$ cat config.mk
export PLATFORM = sky130hd
export DESIGN_NAME = btb_next_pc
export DESIGN_NICKNAME = d
export VERILOG_FILES = /design/src/rtl/btb_next_pc.sv
export SDC_FILE = /design/constraint.sdc
export NUM_CORES = 1
export LEC_CHECK = 0
export ABC_CLOCK_PERIOD_IN_PS = 10600
export BUFFER_PORTS_ARGS = -buffer_cell sky130_fd_sc_hd__buf_2
export CORE_MARGIN = 8
export CORE_UTILIZATION = 37
export DETAILED_ROUTE_END_ITERATION = 8
export PLACE_DENSITY = 0.52
export SYNTH_ARGS = -nofsm -noshare
export SYNTH_HDL_FRONTEND = slang
export SYNTH_SLANG_ARGS = --single-unit
$ cat constraint.sdc
create_clock -name clk -period 10.6 [get_ports clk]
set_clock_uncertainty 0.15 [all_clocks]
set_input_delay 0 -clock clk [delete_from_list [all_inputs] [get_ports clk]]
set_output_delay 0 -clock clk [all_outputs]
set_load 0.005 [all_outputs]
$ cat src/rtl/btb_next_pc.sv
// Next-PC generator for the fetch stage: direct-mapped BTB with 2-bit direction
// counters, combinational lookup on pc_f and execute-stage redirect override.
module btb_next_pc #(
    parameter int unsigned ENTRIES = 16
) (
    input  logic        clk,
    input  logic        rst,
    input  logic [31:0] pc_f,
    input  logic        ex_redirect,
    input  logic [31:0] ex_redirect_pc,
    input  logic        upd_valid,
    input  logic [31:0] upd_pc,
    input  logic        upd_taken,
    input  logic [31:0] upd_target,
    output logic [31:0] pc_next,
    output logic        pred_taken_f,
    output logic        pred_hit_f
);

    localparam int unsigned IDX_W = $clog2(ENTRIES);
    localparam int unsigned TAG_W = 30 - IDX_W;

    logic             valid_q  [ENTRIES];
    logic [TAG_W-1:0] tag_q    [ENTRIES];
    logic [31:0]      target_q [ENTRIES];
    logic [1:0]       ctr_q    [ENTRIES];

    logic [IDX_W-1:0] lk_idx;
    logic [TAG_W-1:0] lk_tag;
    logic [IDX_W-1:0] upd_idx;
    logic [TAG_W-1:0] upd_tag;
    logic             upd_hit;
    logic [1:0]       ctr_inc;
    logic [1:0]       ctr_dec;

    // Byte-offset bits never participate in indexing or tag compare.
    logic [3:0] unused_offset_bits;
    assign unused_offset_bits = {pc_f[1:0], upd_pc[1:0]};

    assign lk_idx  = pc_f[IDX_W+1:2];
    assign lk_tag  = pc_f[31:IDX_W+2];
    assign upd_idx = upd_pc[IDX_W+1:2];
    assign upd_tag = upd_pc[31:IDX_W+2];

    // Lookup and next-PC select; state is suppressed while reset is held.
    always_comb begin
        pred_hit_f   = 1'b0;
        pred_taken_f = 1'b0;
        pc_next      = 32'(pc_f + 32'd4);
        if (!rst && valid_q[lk_idx] && (tag_q[lk_idx] == lk_tag)) begin
            pred_hit_f   = 1'b1;
            pred_taken_f = ctr_q[lk_idx][1];
        end
        if (ex_redirect) begin
            pc_next = ex_redirect_pc;
        end else if (pred_taken_f) begin
            pc_next = target_q[lk_idx];
        end
    end

    // Saturating counter steps for the entry addressed by the update port.
    always_comb begin
        upd_hit = valid_q[upd_idx] && (tag_q[upd_idx] == upd_tag);
        ctr_inc = (ctr_q[upd_idx] == 2'b11) ? 2'b11 : 2'(ctr_q[upd_idx] + 2'd1);
        ctr_dec = (ctr_q[upd_idx] == 2'b00) ? 2'b00 : 2'(ctr_q[upd_idx] - 2'd1);
    end

    always_ff @(posedge clk) begin
        if (rst) begin
            for (int i = 0; i < int'(ENTRIES); i++) begin
                valid_q[i] <= 1'b0;
                ctr_q[i]   <= 2'b01;
            end
        end else if (upd_valid) begin
            if (upd_hit) begin
                if (upd_taken) begin
                    ctr_q[upd_idx]    <= ctr_inc;
                    target_q[upd_idx] <= upd_target;
                end else begin
                    ctr_q[upd_idx] <= ctr_dec;
                end
            end else if (upd_taken) begin
                // Miss with taken outcome allocates over whatever lives here.
                valid_q[upd_idx]  <= 1'b1;
                tag_q[upd_idx]    <= upd_tag;
                target_q[upd_idx] <= upd_target;
                ctr_q[upd_idx]    <= 2'b10;
            end
        end
    end

endmodule

==> impl_results.md <==
* Status: completed
* CP delay by family, top: multiplexers
* Crit path capture type: primary output
* Via density per instance at between 5 and 6
* Placement Rows at approximately 130
* Least-Margin Pin Slew at around 1.2 ns
* Avg Inst Size Synth at a little under 20 um2
* Initial antenna violation count at 15
* First-pass GRT wire length at around 170 mm
* Nets at 2534
* GRT met1 Usage at a little over a quarter
* Drt first pass iters at 7
* Number of enable flip-flop cells after synthesis at 960
* Die ar. at roughly 130000 um2
* Static Leak at about 16 nW
* Crit path top cell by count: buf_4
* Post-synthesis cell area at 43000 um2
* Starting density of the core at a little under two fifths
* Final ANT Viol Nets at 0
* Cell taking the most area after synthesis: edfxtp_1
* Util after Layout at between 40 and 50%
* Largest net degree at the start of global routing at about 120
* Vias in the first global route at between 20000 and 25000
* Postcts setup bufs at 0
* Final hold slack at between 0.08 and 0.09 ns
* Post-route setup TNS at 0 ns
* Unrepaired setup endpoints after global routing: false
* CTS tree: done
* Power Density at approximately 180 nW/um2
* Final Hold Violating Endpoints at 0
* Die width at between 300 and 400 um
* Synth Register Bits at a little under 1000
* Routed WL per cell at 30.7 um
* TritonCTS Buffers at between 100 and 150
* Die H at ~360 um
* Async set or reset register ratio after synthesis at 0%
* Post-CTS Resized at 0
* Slowest CP cell: nand4_4
* Post-Syn Nets at about 2300
* Clock-pin slew on the worst setup and hold paths at 0.06 ns
* Root Buffer: clkbuf_16
* Dpl hpwl at ~70 mm
* Critical-path cell list: buf_4 -> buf_4 -> buf_4 -> mux4_2 -> mux4_2 -> xnor2_1 -> nor4_2 -> nand4_4 -> mux2_1 -> mux2_2 -> buf_2
* Sequential-to-total area share from yosys stat at between 60 and 70%
* Place WS at 4.78 ns
* Synth top area share at between 60% and 70%
* Share of layout cells above drive strength 1 at 33.0%
* GRT Overall Usage at around a fifth
* Final Max Slew Viols at 0
* Met3 Usage GRT at 3.11%
* # DRC at 0
* Post-synth top cells: edfxtp_1, mux4_2, mux2i_1
* Max Clk Rate at approximately 180 MHz
* Gate Count Post-Synth at between 2000 and 2500
* Fin crit share at ~53%
* I/O pin count at between 150 and 200
* Finished Layout Cells at ~4000
* Period minus WS final at around 5.6 ns
* Slowest stage delay, CP at 0.84 ns
* Tot Pwr at around 8.8 mW
* Filler Cells Inserted at 10000
* Cell variety after synth at 55
* Worst setup margin at ~5 ns
* Maximum vdd drop at 141 uV
* Main synth FF type: edfxtp_1
* Max cap viols at 0
* H-Tree Depth at 3
* Buf/Inv on CP at 4
* Worst rel slew slack at 22.7%
* CP startpoint kind: input pin
* Later-pin clock latency in the skew report at roughly 0.69 ns
* Max Root-Sink Buffers at 3
* Max Fanout on Critical Path at 35
* Routability-driven placement congestion ratio at ~0.79
* Hold Path Class: input pin to flip-flop
* Dpl cells at 3760
* Top post-synthesis cells by area: edfxtp_1, mux4_2, mux2i_1
* Worst EP required at between 10 and 15 ns
* Ys Warns at 0
* Placed Area at approximately 46000 um2
* Most frequent cell after synthesis: edfxtp_1
* Fin area at 50000 um2
* Congestion Overflow GR at 0
* GRT met2 Usage at between 30% and 40%
* Routed Wire Length at between 100 and 150 mm
* Finish-stage setup viols at 0
* Kind of critical path: input pin to primary output
* Core region area at between 100000 and 150000 um2
* Via count at 23200
* Grt peak-use layer: met2
* Worst Path Arrival at ~5.4 ns
* PortBufs at roughly 160
* Hold buffers post-CTS at about 60
* Detailed Route Iter0 Violations at between 2000 and 2500
* Synth-to-Final Area Change at 16.4%
* Clock sink count at 976
[layer usage]
metal / part of all wire, % / vias up / wire, um
met1: 44 / 12600 / 54200
met4: 2.1 / 10 / 2610
met3: 6.7 / 156 / 8260
met5: 0.050 / - / 62
li1: - / 9628 / -
met2: 47 / 872 / 58100
[flip-flops by register name, summed over array words and instances (netlist names)]
register,count
ctr_q,32
tag_q,416
target_q,512
valid_q,16
[worst reg2reg max path: cells and delay by family (launching register included)]
kind	cells	cell delay, ns
compound gates	4	1.77
xor+xnor	1	0.42
flops	1	0.41
mux	2	0.66
simple gates	2	0.87
[final timing paths]
path	start	endpoint	slack (ns)	depth (start not counted)
max reg2reg	tag_q[8][19]	ctr_q[5][0]	6.03	9
max	pc_f[4]	pc_next[18]	5.03	11
min	upd_target[20]	target_q[2][20]	0.08	2
min reg2reg	valid_q[4]	valid_q[4]	0.34	2
[cell families (layout without fill, tap and decap cells)]
kind of cell	count (synthesis)	count (layout)	share of synthesized area [%]
mux	560	560	23.4
fa+ha+maj	1	1	0.0291
buf+inv	174	492	1.85
flops	976	976	67.8
compound gates	151	151	2.51
xor+xnor	86	86	1.75
simple gates	219	219	2.68
other cells	0	7	0
[final cells by class]
class	instances	area, um2	share of cell area (%)
clock buffers	112	2650	5.30
diodes	7	17.5	0.0350
inverters	24	90.1	0.180
well taps	1524	1910	3.81
repair buffers	278	1880	3.76
multi-input cells	1017	13300	26.6
flip-flops and latches	976	29100	58.3
clock inverters	78	1040	2.09
[where the power goes]
part           total (mW)  switching, mW  leakage [nW]  internal (mW)
combinational       0.625          0.364          5.65          0.261
clock                3.92           1.54          1.79           2.38
sequential           4.27        0.00952          8.76           4.26
total                8.82           1.92          16.2           6.90
[layout by cell type (no fill, tap or decap), types with 4 or more instances in the layout]
cell type	synthesis	layout
edfxtp_1	960	960
mux4_2	351	351
mux2i_1	168	168
buf_2	60	158
clkbuf_16	0	105
dlygate4sd3_1	0	59
buf_4	8	56
nand2_1	53	53
xnor2_1	51	51
a22oi_1	44	44
xor2_1	35	35
nand4_1	32	32
nor2_4	0	32
mux2_2	28	28
inv_1	23	23
o22ai_1	23	23
bufinv_16	0	23
nor2_1	54	21
clkinv_1	1	21
nor4_1	20	20
o21ai_0	19	19
clkinv_2	0	17
a31o_2	16	16
dfxtp_1	16	16
and3_1	15	15
mux2_1	13	13
a21oi_1	12	12
nor2b_1	13	11
a221oi_1	9	9
clkinvlp_4	0	9
diode_2	0	7
nand3_1	7	7
clkbuf_1	58	7
nor3_1	4	4
and2_1	4	4
nand2b_1	4	4
a2111oi_0	4	4
a22o_1	4	4
a31oi_1	4	4
a211oi_1	4	4
No activity file was read; power rests on OpenSTA's default activity.
